File: src/rtl/dcache_ram_bridge.sv
// dcache_ram_bridge
// Bridges a data cache (4-word line refills and line write-backs) onto a
// single-word request/grant memory port with only one read outstanding.
// A one-entry write-back buffer accepts a dirty line at any time while free.
// Buffered write-backs go to memory ahead of refills.
// Optional build macro:
//   DCACHE_CRITICAL_WORD_FIRST_EN - a refill starts at the requested word
//   and wraps modulo 4. Without it, a refill always fetches words 0..3.
module dcache_ram_bridge #(
    parameter int ADDR_W = 32,
    parameter int DATA_W = 32
) (
    input  logic                  clk,
    input  logic                  rst,
    // refill side
    input  logic                  rd_req_i,
    input  logic [ADDR_W-1:0]     rd_addr_i,
    output logic                  rd_rdy_o,
    output logic [DATA_W-1:0]     rd_data_o,
    output logic [2:0]            rd_num_o,
    output logic [1:0]            rd_bank_o,
    // write-back side
    input  logic                  wr_req_i,
    input  logic [ADDR_W-1:0]     wr_addr_i,
    input  logic [4*DATA_W-1:0]   wr_data_i,
    output logic                  wr_rdy_o,
    // memory side
    output logic                  mem_req_o,
    output logic                  mem_we_o,
    output logic [ADDR_W-1:0]     mem_addr_o,
    output logic [DATA_W-1:0]     mem_wdata_o,
    input  logic                  mem_gnt_i,
    input  logic                  mem_rvalid_i,
    input  logic [DATA_W-1:0]     mem_rdata_i
);

    localparam logic [2:0] ST_IDLE    = 3'd0;
    localparam logic [2:0] ST_WR_REQ  = 3'd1;
    localparam logic [2:0] ST_RD_REQ  = 3'd2;
    localparam logic [2:0] ST_RD_WAIT = 3'd3;
    localparam logic [2:0] ST_DONE    = 3'd4;

    logic [2:0]          state_r;
    logic [1:0]          beat_r;      // line word index of the current access
    logic [1:0]          cnt_r;       // refill words already delivered
    logic [ADDR_W-5:0]   rd_line_r;
    logic                buf_valid_r;
    logic [ADDR_W-5:0]   wr_line_r;
    logic [4*DATA_W-1:0] wr_data_r;

    logic                wr_accept_s;
    logic                rd_beat_s;
    logic                last_wr_grant_s;
    logic [1:0]          start_beat_s;
    logic [DATA_W-1:0]   wr_word_s;
    logic                unused_addr_bits_s;

    assign wr_rdy_o        = ~buf_valid_r;
    assign wr_accept_s     = ~buf_valid_r & wr_req_i;
    assign rd_beat_s       = (state_r == ST_RD_WAIT) & mem_rvalid_i;
    assign last_wr_grant_s = (state_r == ST_WR_REQ) & mem_gnt_i & (beat_r == 2'd3);

`ifdef DCACHE_CRITICAL_WORD_FIRST_EN
    assign start_beat_s = rd_addr_i[3:2];
`else
    assign start_beat_s = 2'b00;
`endif

    // Low address bits never reach the memory address; only the word index matters.
    assign unused_addr_bits_s = ^{rd_addr_i[3:0], wr_addr_i[3:0]};

    // Write-back buffer: capture a line while free, release it on the last write grant.
    always_ff @(posedge clk) begin
        if (rst) begin
            buf_valid_r <= 1'b0;
            wr_line_r   <= '0;
            wr_data_r   <= '0;
        end else if (wr_accept_s) begin
            buf_valid_r <= 1'b1;
            wr_line_r   <= wr_addr_i[ADDR_W-1:4];
            wr_data_r   <= wr_data_i;
        end else if (last_wr_grant_s) begin
            buf_valid_r <= 1'b0;
        end else begin
            buf_valid_r <= buf_valid_r;
        end
    end

    // Main sequencer: write-back first, then single-outstanding refill beats.
    always_ff @(posedge clk) begin
        if (rst) begin
            state_r   <= ST_IDLE;
            beat_r    <= 2'd0;
            cnt_r     <= 2'd0;
            rd_line_r <= '0;
        end else begin
            case (state_r)
                ST_IDLE: begin
                    // A write accepted this cycle also beats a same-cycle refill request.
                    if (buf_valid_r || wr_accept_s) begin
                        state_r <= ST_WR_REQ;
                        beat_r  <= 2'd0;
                    end else if (rd_req_i) begin
                        state_r   <= ST_RD_REQ;
                        rd_line_r <= rd_addr_i[ADDR_W-1:4];
                        beat_r    <= start_beat_s;
                        cnt_r     <= 2'd0;
                    end else begin
                        state_r <= ST_IDLE;
                    end
                end
                ST_WR_REQ: begin
                    if (mem_gnt_i) begin
                        beat_r <= beat_r + 2'd1;
                        if (beat_r == 2'd3) begin
                            state_r <= ST_IDLE;
                        end else begin
                            state_r <= ST_WR_REQ;
                        end
                    end else begin
                        state_r <= ST_WR_REQ;
                    end
                end
                ST_RD_REQ: begin
                    if (mem_gnt_i) begin
                        state_r <= ST_RD_WAIT;
                    end else begin
                        state_r <= ST_RD_REQ;
                    end
                end
                ST_RD_WAIT: begin
                    if (mem_rvalid_i) begin
                        beat_r <= beat_r + 2'd1;
                        cnt_r  <= cnt_r + 2'd1;
                        if (cnt_r == 2'd3) begin
                            state_r <= ST_DONE;
                        end else begin
                            state_r <= ST_RD_REQ;
                        end
                    end else begin
                        state_r <= ST_RD_WAIT;
                    end
                end
                ST_DONE: begin
                    // One dead cycle lets the cache drop rd_req_i before IDLE samples it.
                    state_r <= ST_IDLE;
                    cnt_r   <= 2'd0;
                end
                default: begin
                    state_r <= ST_IDLE;
                    beat_r  <= 2'd0;
                    cnt_r   <= 2'd0;
                end
            endcase
        end
    end

    // Select the buffered write-back word for the current beat.
    always_comb begin
        wr_word_s = wr_data_r[DATA_W-1:0];
        case (beat_r)
            2'd0:    wr_word_s = wr_data_r[DATA_W-1:0];
            2'd1:    wr_word_s = wr_data_r[2*DATA_W-1:DATA_W];
            2'd2:    wr_word_s = wr_data_r[3*DATA_W-1:2*DATA_W];
            2'd3:    wr_word_s = wr_data_r[4*DATA_W-1:3*DATA_W];
            default: wr_word_s = wr_data_r[DATA_W-1:0];
        endcase
    end

    // Memory request decode; depends only on registers so it holds steady under a stall.
    always_comb begin
        mem_req_o   = 1'b0;
        mem_we_o    = 1'b0;
        mem_addr_o  = '0;
        mem_wdata_o = '0;
        case (state_r)
            ST_WR_REQ: begin
                mem_req_o   = 1'b1;
                mem_we_o    = 1'b1;
                mem_addr_o  = {wr_line_r, beat_r, 2'b00};
                mem_wdata_o = wr_word_s;
            end
            ST_RD_REQ: begin
                mem_req_o   = 1'b1;
                mem_we_o    = 1'b0;
                mem_addr_o  = {rd_line_r, beat_r, 2'b00};
                mem_wdata_o = '0;
            end
            default: begin
                mem_req_o   = 1'b0;
                mem_we_o    = 1'b0;
                mem_addr_o  = '0;
                mem_wdata_o = '0;
            end
        endcase
    end

    // Refill word pass-through: read data reaches the cache in the rvalid cycle.
    always_comb begin
        rd_rdy_o  = 1'b0;
        rd_data_o = '0;
        rd_num_o  = 3'd0;
        rd_bank_o = 2'd0;
        if (rd_beat_s) begin
            rd_rdy_o  = 1'b1;
            rd_data_o = mem_rdata_i;
            rd_num_o  = {1'b0, cnt_r} + 3'd1;
            rd_bank_o = beat_r;
        end else begin
            rd_rdy_o  = 1'b0;
            rd_data_o = '0;
            rd_num_o  = 3'd0;
            rd_bank_o = 2'd0;
        end
    end

endmodule

File: config.mk
export PLATFORM = sky130hd
export DESIGN_NAME = dcache_ram_bridge
export DESIGN_NICKNAME = d
export VERILOG_FILES = /design/src/rtl/dcache_ram_bridge.sv
export SDC_FILE = /design/constraint.sdc
export NUM_CORES = 1
export LEC_CHECK = 0
export ABC_AREA = 1
export BUFFER_PORTS_ARGS = -buffer_cell sky130_fd_sc_hd__buf_2
export CAP_MARGIN = 30
export CORE_AREA = 2 2 132 134
export CTS_BUF_LIST = sky130_fd_sc_hd__clkbuf_8
export DETAILED_ROUTE_END_ITERATION = 10
export DIE_AREA = 0 0 134 136
export GPL_TIMING_DRIVEN = 0
export PLACE_DENSITY = 0.79
export SETUP_SLACK_MARGIN = 0.15
export SLEW_MARGIN = 30
export SYNTH_ARGS = -nofsm -noshare
export SYNTH_HDL_FRONTEND = slang
export SYNTH_SLANG_ARGS = --single-unit
File: constraint.sdc
create_clock -name clk -period 1.7 [get_ports clk]
set_clock_uncertainty 0.05 [all_clocks]
set_input_delay 0.255 -clock clk [delete_from_list [all_inputs] [get_ports clk]]
set_output_delay 0.255 -clock clk [all_outputs]
set_load 0.005 [all_outputs]
Word level (Yosys, flattened, before mapping)

Cells that the tools add are included.

Register bits: 192
Input port bits: 230
Output and inout port bits: 105
Logic and storage cells: 67

$add $sub $neg: 3
Equality and inequality tests: 13
Mux-type cells: 27
Bitwise logic cells: 8
Reductions and logical operators: 9

Operators by type and width:

| kind                                                | number |
|---|---|
| case mux 32 bit (4 select lines)                    | 1 |
| 2-to-1 mux 32 bit                                   | 2 |
| case mux 32 bit (2 select lines)                    | 1 |
| 2-to-1 mux 2 bit                                    | 9 |
| 2-to-1 mux 3 bit                                    | 4 |
| case mux 3 bit (4 select lines)                     | 1 |
| != test 2 bit, second input constant                | 4 |
| case mux 2 bit (4 select lines)                     | 1 |
| AND reduction 4 bit                                 | 2 |
| 2-to-1 mux 1 bit                                    | 7 |
| equality test 2 bit, second input constant          | 3 |
| equality test 3 x 2 -> 1 bit, second input constant | 2 |
| case mux 2 bit (3 select lines)                     | 1 |
| adder 2 x 1 -> 2 bit, second input constant         | 2 |
| bitwise AND 1 bit                                   | 4 |
| NOT 1 bit                                           | 4 |
| OR reduction 2 bit                                  | 2 |
| adder 2 x 1 -> 3 bit, second input constant         | 1 |
| equality test 3 x 1 -> 1 bit, second input constant | 1 |
| equality test 3 bit, second input constant          | 1 |
| logical NOT 3 bit                                   | 1 |
| != test 3 bit, second input constant                | 1 |
| AND reduction 3 bit                                 | 1 |
| equality test 2 x 1 -> 1 bit, second input constant | 1 |
| other kinds (3)                                     | 3 |

Longest topological paths before layout

Gate-level depths: netlist (run 1).

Depth in word-level cells: 5
Gate-level depth with buffers: 8
Gate-level depth less buffers: 7

Worst setup path before layout (run 1)

Ideal clock, no wire load.

Kind: reg2out
From: reg beat_r[0]
To: out mem_wdata_o[10]
Arrival: 1.373 ns
Data required time: 1.395 ns
Slack: 0.022 ns
Stages on the path, launching flop included: 8
Path buffers: 2
Cells stage by stage: dfxtp_1 > inv_1 > ha_1 > clkbuf_1 > inv_1 > clkbuf_1 > o21ai_0 > a31oi_1

Word-level cells in the longest chain between the ends: 3
Elaborated cells between the ends (all ways): 6
Those cells by class: 3 x eq/ne; 2 x mux; 1 x reduce/logical

RTL lines:

| element                                           | RTL line | source |
|---|---|---|
| start, declared                                   | 44       | `logic [1:0] beat_r;` |
| start signal, assigned                            | 106      | `beat_r <= start_beat_s;` |
| start signal, assigned                            | 114      | `beat_r <= beat_r + 2'd1;` |
| start signal, assigned                            | 133      | `beat_r <= beat_r + 2'd1;` |
| equality test 2 bit, or another cell as far along | 161      | `case (beat_r)` |
| case mux 32 bit (4 select lines) *                | 161      |  |
| 2-to-1 mux 32 bit *                               | 176      | `case (state_r)` |
| end, declared                                     | 31       | `output logic [DATA_W-1:0] mem_wdata_o,` |

Every way passes the cells marked *; elsewhere a longest branch is shown, timed or not.

Worst setup path in the final report (run 1)

From: reg state_r[2]
To: out mem_wdata_o[8]

Word-level cells in the longest chain between the ends: 2

RTL lines:

| element                      | RTL line | source |
|---|---|---|
| start, declared              | 43       | `logic [2:0] state_r;` |
| start signal, assigned       | 92       | `state_r <= ST_IDLE;` |
| start signal, assigned       | 101      | `state_r <= ST_WR_REQ;` |
| start signal, assigned       | 104      | `state_r <= ST_RD_REQ;` |
| equality test 3 x 1 -> 1 bit | 176      |  |
| 2-to-1 mux 32 bit            | 176      |  |

Every way passes these cells.

==> summary.md, run 1 <==
| Metric | Value |
|---|---|
| Crit path required time | `1.39 ns` |
| Register area | `3860 um^2` |
| P_sw | `0.00419 W` |
| Switching part of the total | `33.3%` |
| Hold WC Path Type | `in2reg` |
| Ratio of final minimum period to clock period | `134%` |
| VDD IR-drop max | `~0.67 mV` |
| Seq/Total Area, Yosys | `46.5%` |
| Row count | `48` |
| DIE WIDTH | `134 um` |
| Fin util | `around 84%` |
| Combinational power share | `31.0%` |
| DIE AREA | `roughly 18000 um^2` |
| Vias per inst | `between 5 and 6` |
| Critical path endpoint category | `primary output` |
| Clock group share of total power | `28.1%` |
| GPL Wtd Cong | `0.908` |
| Skew-Pair Late Insertion Delay | `approximately 0.52 ns` |
| Final Setup Violations | `between 100 and 150` |
| Synth Area per Inst | `7.06 um^2` |
| CP Launch Type | `register` |
| Final instance area | `14200 um^2` |
| All-layer global routing usage | `37.5%` |
| Worst Max-Slew Pin Slew | `around 0.90 ns` |
| Slew Viols, Final | `0` |
| CTS H-tree depth | `4` |
| Vias | `approximately 12000` |
| Crit path DAT | `~2.0 ns` |
| TritonCTS buffer count | `17` |
| Critical path buffer and inverter count | `4` |
| Final net count | `1976` |
| CTS max path bufs | `2` |
| Clk slew on worst S/H paths | `0.10 ns` |
| Multi-input logic area | `approximately 4500 um^2` |
| Slowest-stage cell, CP | `dfxtp_2` |
| Mapped Cells | `1171` |
| CP Cell Sequence | `inv_2 -> nand2_4 -> nor2_4 -> buf_6 -> clkbuf_16 -> o21ai_1 -> a31oi_1 -> buf_2` |
| Drt initial violations | `1724` |
| Critical path class | `reg2out` |
| CP top delay family | `buffers and inverters` |
| Hold path cells | `3` |
| Clock Tree Root | `clkbuf_8` |
| Netlist cell types | `25` |
| YS warnings | `0` |
| RSZ-0062 raised after global routing | `yes` |
| Wire per inst | `22.0 um` |
| Fillcell total | `918` |
| Ports | `between 300 and 400` |
| Seq pwr share | `40.9%` |
| TritonCTS clock tree | `yes` |
| Pre-CTS setup slack | `-0.539 ns` |
| Dpl hpwl | `20.2 mm` |
| Yosys top cell area share | `46.5%` |
| Initial Util | `49.0%` |
| Final critical path time including I/O delays and setup | `approximately 2.3 ns` |
| DR DRC count | `0` |
| FMAX | `439 MHz` |
| Pin count of the biggest net entering global routing | `17` |
| IO Port Bufs | `~320` |
| Failing checks | `negative hold slack, negative setup slack` |
| Crit. path cell count | `8` |
| Slew HR | `39.8%` |
| Area growth syn-to-layout | `71.4%` |
| First-pass GRT wire length | `53.3 mm` |
| Clock Sinks | `around 190` |
| First drt pass iteration count | `7` |
| Area after DPL | `10200 um^2` |
| Final worst slack | `-0.576 ns` |
| Worst R2R Path Depth | `11` |
| Layout cells sized above 1 | `36.0%` |
| Grt ovf | `0` |
| Antenna violations before repair | `8` |
| Max cap viols | `0` |
| Synth area leaders | `dfxtp_1, nor2_1, o21ai_0` |
| Power per Cell Area | `886 nW/um^2` |
| Total wire length | `43.7 mm` |
| Worst hold slack | `-0.0340 ns` |
| CP max stage delay | `0.35 ns` |
| Pint | `0.00838 W` |
| Die H | `between 100 and 150 um` |
| Fin. Hold Viols | `8` |
| Synthesized area | `a little over 8000 um^2` |
| Core region area | `between 15000 and 20000 um^2` |
| Largest area contributor in the netlist | `dfxtp_1` |
| Outcome | `finished with violations` |
| Leakage | `6.53 nW` |
| Detail Route Antenna Nets | `0` |
| Seq cells post-synth | `192` |
| Crit path max fanout | `5` |
| Vias in the first global route | `between 10000 and 15000` |
## registers in the layout, summed over array words and instances (netlist names)
register and flops:
wr_data_r 128, rd_line_r 28, wr_line_r 28, state_r 3, beat_r 2, cnt_r 2
buf_valid_r 1
## cell families (layout without fill, tap and decap cells)
| kind of cell | count (synthesis) | after routing | synth area share (%) |
|---|---|---|---|
| other | 1 | 8 | 0.0453 |
| flip-flops | 192 | 192 | 46.5 |
| adder cells (fa/ha/maj) | 5 | 5 | 0.756 |
| buffers and inverters | 145 | 726 | 7.94 |
| AO/OA/AOI/OAI | 318 | 318 | 21.1 |
| AND/OR/NAND/NOR | 510 | 510 | 23.7 |
## synth_stat cells
master / number
nor2_1: 413
o21ai_0: 197
dfxtp_1: 192
nand2_1: 80
clkbuf_1: 51
inv_1: 48
a21oi_1: 39
a31oi_1: 32
a22o_1: 28
buf_2: 27
o21ai_1: 19
buf_6: 8
nand3_1: 7
inv_2: 6
buf_4: 5
ha_1: 5
nand2_2: 3
nor2_2: 2
nor2_4: 2
nor3_1: 2
a21oi_2: 1
a311oi_1: 1
conb_1: 1
nand3_2: 1
o22ai_1: 1
## what timing repair did
action                                  CTS  global route
gates cloned                              8             6
pin swaps                                10            45
hold buffers                            164             1
endpoints found under the setup margin  115           245
endpoints found under the hold margin   167             1
buffers inserted                         26            21
resized for setup                       191           213
## power groups by stage
stage	Clock (W)	Sequential (W)	Combinational (W)
4_1_cts	0.00341	0.00505	0.00304
3_5_place_dp	0	0.00514	0.00214
6_report	0.00353	0.00514	0.00390
5_1_grt	0.00364	0.00515	0.00410
2_1_floorplan	0	0.00509	0.00129
3_3_place_gp	0	0.00513	0.00212
## layout make-up
class,count,share of cell area (%)
Tap cell,225,1.99
Multi-Input combinational cell,835,31.4
Inverter,54,1.82
Timing Repair Buffer,550,28.7
Clock buffer,20,1.94
Sequential cell,192,27.2
Antenna cell,6,0.106
Clock inverter,11,1.24
Buffer,91,5.60
## per-stage QoR
stage	total power, W	cells	hold slack [ns]	TNS [ns]
after floorplan	0.00638	1172	0.267	0
after global placement	0.00724	1721	0.403	-13.07
after detailed placement	0.00728	1721	0.413	-13.06
after CTS	0.0115	1950	0.0000762	-35.45
after global routing	0.0129	1980	-0.000358	-53.31
final	0.0126	1984	-0.0340	-50.21
## placed cells by master (no fill, tap or decap), drive strengths merged, types with 28 or more instances in the layout
master       instances
buf                420
nand2               83
inv                 56
nor2               417
dlygate4sd3        165
clkbuf              76
a22o                28
o21ai              216
dfxtp              192
a31oi               32
a21oi               40
## tightest hold or removal path: stages
cell and delay [ns]:
buf_2 0.09, o21ai_0 0.07, nor2_1 0.07
## final timing paths
kind,start,end,slack (ns)
max,state_r[2],mem_wdata_o[8],-0.58
min,wr_data_i[76],wr_data_r[76],-0.03
max reg2reg,state_r[2],rd_line_r[17],-0.52
min reg2reg,wr_data_r[61],wr_data_r[61],0.44
## per-layer routing
metal | up-vias | global-route usage (%) | part of all wire (%)
met5 | - | 0 | 0.58
met4 | 16 | 25.9 | 9.3
li1 | 4952 | - | -
met2 | 1104 | 64.4 | 45
met3 | 429 | 7.68 | 12
met1 | 5375 | 41.8 | 33
Power figures use the tool's default switching activity.
==> run 2, diff against run 1 <==
--- a/config.mk
+++ b/config.mk
@@ -13,8 +13,10 @@
 export DETAILED_ROUTE_END_ITERATION = 10
 export DIE_AREA = 0 0 134 136
 export GPL_TIMING_DRIVEN = 0
+export HOLD_SLACK_MARGIN = 0.12
 export PLACE_DENSITY = 0.79
-export SETUP_SLACK_MARGIN = 0.15
+export RECOVER_POWER = 25
+export SETUP_SLACK_MARGIN = 0.05
 export SLEW_MARGIN = 30
 export SYNTH_ARGS = -nofsm -noshare
 export SYNTH_HDL_FRONTEND = slang
==> summary.md, run 2 (same netlist as run 1, synthesis figures left out) <==
| Metric | Value |
|---|---|
| Outcome | `finished with violations (unchanged)` |
| Failing checks | `negative setup slack (was negative hold slack, negative setup slack)` |
| Vias in the first global route | `10700 (was 10600)` |
| Fin. Hold Viols | `0 (was 8)` |
| Initial Util | `49.0% (unchanged)` |
| Final Setup Violations | `143 (was 134)` |
| Max reg flops | `128 (unchanged)` |
| DIE WIDTH | `134 um (unchanged)` |
| CP max stage delay | `0.38 ns (was 0.35 ns)` |
| CP Cell Sequence | `buf_4 -> ha_4 -> clkbuf_8 -> a21oi_1 -> a31oi_1 -> buf_2 (was inv_2 -> nand2_4 -> nor2_4 -> buf_6 -> clkbuf_16 -> o21ai_1 -> a31oi_1 -> buf_2)` |
| Hold Path End | `cnt_r[1] (was wr_data_r[76])` |
| Die H | `136 um (unchanged)` |
| CP top delay family | `buffers and inverters (unchanged)` |
| Total wire length | `36.2 mm (was 43.7 mm)` |
| Final worst slack | `-0.557 ns (was -0.576 ns)` |
| GPL Wtd Cong | `0.912 (was 0.908)` |
| Slew HR | `65.2% (was 39.8%)` |
| Vias | `11000 (was 11900)` |
| Drt initial violations | `958 (was 1724)` |
| Slew Viols, Final | `0 (unchanged)` |
| DR DRC count | `0 (unchanged)` |
| All-layer global routing usage | `37.8% (was 37.5%)` |
| RSZ-0062 raised after global routing | `yes (unchanged)` |
| FMAX | `443 MHz (was 439 MHz)` |
| Skew-Pair Late Insertion Delay | `0.47 ns (was 0.52 ns)` |
| Final critical path time including I/O delays and setup | `2.26 ns (was 2.28 ns)` |
| Clock Sinks | `192 (unchanged)` |
| Area growth syn-to-layout | `64.3% (was 71.4%)` |
| Reg with most FFs | `wr_data_r (unchanged)` |
| Fillcell total | `1034 (was 918)` |
| IO Port Bufs | `324 (unchanged)` |
| Critical path endpoint category | `primary output (unchanged)` |
| Critical path class | `reg2out (unchanged)` |
| Core region area | `16900 um^2 (unchanged)` |
| TritonCTS buffer count | `17 (unchanged)` |
| Clock Tree Root | `clkbuf_8 (unchanged)` |
| Wire per inst | `18.4 um (was 22.0 um)` |
| Layout cells sized above 1 | `31.8% (was 36.0%)` |
| Fin cells | `1972 (was 1984)` |
| Crit path required time | `1.39 ns (about the same)` |
| Grt ovf | `0 (unchanged)` |
| Worst R2R Path Depth | `7 (was 11)` |
| Pin count of the biggest net entering global routing | `17 (unchanged)` |
| Hold path cells | `6 (was 3)` |
| Biggest regs | `wr_data_r (128), rd_line_r (28), wr_line_r (28) (unchanged)` |
| Ports | `335 (unchanged)` |
| Clk slew on worst S/H paths | `0.09 ns (was 0.10 ns)` |
| DIE AREA | `18200 um^2 (unchanged)` |
| Commonest non-fill, non-tap cell in the layout | `nor2_1 (unchanged)` |
| Final net count | `1968 (was 1976)` |
| Vias per inst | `5.55 (was 5.99)` |
| First drt pass iteration count | `6 (was 7)` |
| Placed insts | `1721 (unchanged)` |
| Hold Startpoint | `mem_rvalid_i (was wr_data_i[76])` |
| R2R Setup Slk | `-0.05 ns (was -0.52 ns)` |
| RR Startpoint | `buf_valid_r (was state_r[2])` |
| CP Launch Type | `register (unchanged)` |
| Ratio of final minimum period to clock period | `133% (was 134%)` |
| Dpl hpwl | `20.5 mm (was 20.2 mm)` |
| CTS H-tree depth | `4 (unchanged)` |
| Total power | `0.0118 W (was 0.0126 W)` |
| Row count | `48 (unchanged)` |
| Crit path max fanout | `10 (was 5)` |
| VDD IR-drop max | `0.621 mV (was 0.668 mV)` |
| Hold WC Path Type | `in2reg (unchanged)` |
| Detail Route Antenna Nets | `0 (unchanged)` |
| Crit path DAT | `1.95 ns (was 1.97 ns)` |
| Slowest-stage cell, CP | `dfxtp_4 (was dfxtp_2)` |
| First-pass GRT wire length | `53.4 mm (was 53.3 mm)` |
| TritonCTS clock tree | `yes (unchanged)` |
| Worst Max-Slew Pin Slew | `0.522 ns (was 0.902 ns)` |
| Antenna violations before repair | `1 (was 8)` |
| Max cap viols | `0 (unchanged)` |
| R2R Path End | `wr_data_r[39] (was rd_line_r[17])` |
| CTS max path bufs | `2 (unchanged)` |
| Leakage | `6.32 nW (was 6.53 nW)` |
| Most frequent cells in the layout | `nor2_1, buf_2, dlygate4sd3_1 (was nor2_1, buf_2, dfxtp_1)` |
| Power per Cell Area | `868 nW/um^2 (was 886 nW/um^2)` |
| Critical path buffer and inverter count | `3 (was 4)` |
| Fin util | `80.5% (was 84.0%)` |
[run 2: area by class of cell]
| class | instances | area [um^2] | share of cell area (%) |
|---|---|---|---|
| diodes | 1 | 2.50 | 0.0184 |
| repair buffers | 544 | 3870 | 28.5 |
| inverters | 54 | 230 | 1.69 |
| plain buffers | 89 | 652 | 4.80 |
| flip-flops and latches | 192 | 3850 | 28.4 |
| well taps | 225 | 282 | 2.07 |
| multi-input cells | 835 | 4250 | 31.3 |
| clock buffers | 18 | 248 | 1.82 |
| clock inverters | 14 | 189 | 1.39 |
[run 2: worst max path at each step]
stage	to	depth (start not counted)	start
floorplan	mem_wdata_o[11]	7	beat_r[0]
global placement	mem_wdata_o[23]	8	beat_r[0]
detailed placement	mem_wdata_o[23]	8	beat_r[0]
CTS	mem_wdata_o[8]	8	beat_r[0]
global route	mem_wdata_o[7]	6	beat_r[1]
finish	mem_wdata_o[7]	6	beat_r[1]
[run 2: power by group]
| group | internal [W] | switching (W) |
|---|---|---|
| Sequential | 0.00486 | 0.000248 |
| Combinational | 0.00155 | 0.00181 |
| Clock | 0.00164 | 0.00169 |
| Total | 0.00805 | 0.00375 |
[run 2: stage by stage]
step                TNS [ns]  hold slack (ns)  setup WS (ns)  cell area, um^2
floorplan                  0            0.267         0.0466             8280
CTS                   -35.07            0.222         -0.485            13300
global placement      -16.61            0.403         -0.643            10200
detailed placement    -17.48            0.413         -0.661            10200
finish                -39.76            0.249         -0.557            13600
global route          -53.92            0.281         -0.551            13600
[run 2: per-layer routing]
metal,global-route usage (%),vias to the layer above,wire length [um]
li1,-,4922,-
met1,40.8,4986,12700
met2,66.4,802,17500
met3,7.57,240,3210
met4,26.7,2,2770
met5,0,-,13
[run 2: what timing repair did]
item	in CTS	in global routing
pin swaps	11	7
endpoints found under the hold margin	190	0
hold buffers	188	0
setup buffers	19	6
endpoints found under the setup margin	102	149
cloned	7	0
gates resized for setup	175	101
[run 2: worst min-delay path, cell delays in order]
cell and delay, ns:
buf_2 0.09, inv_1 0.06, nand3_1 0.08, nand3_1 0.11, nand2_1 0.08, a21oi_1 0.05
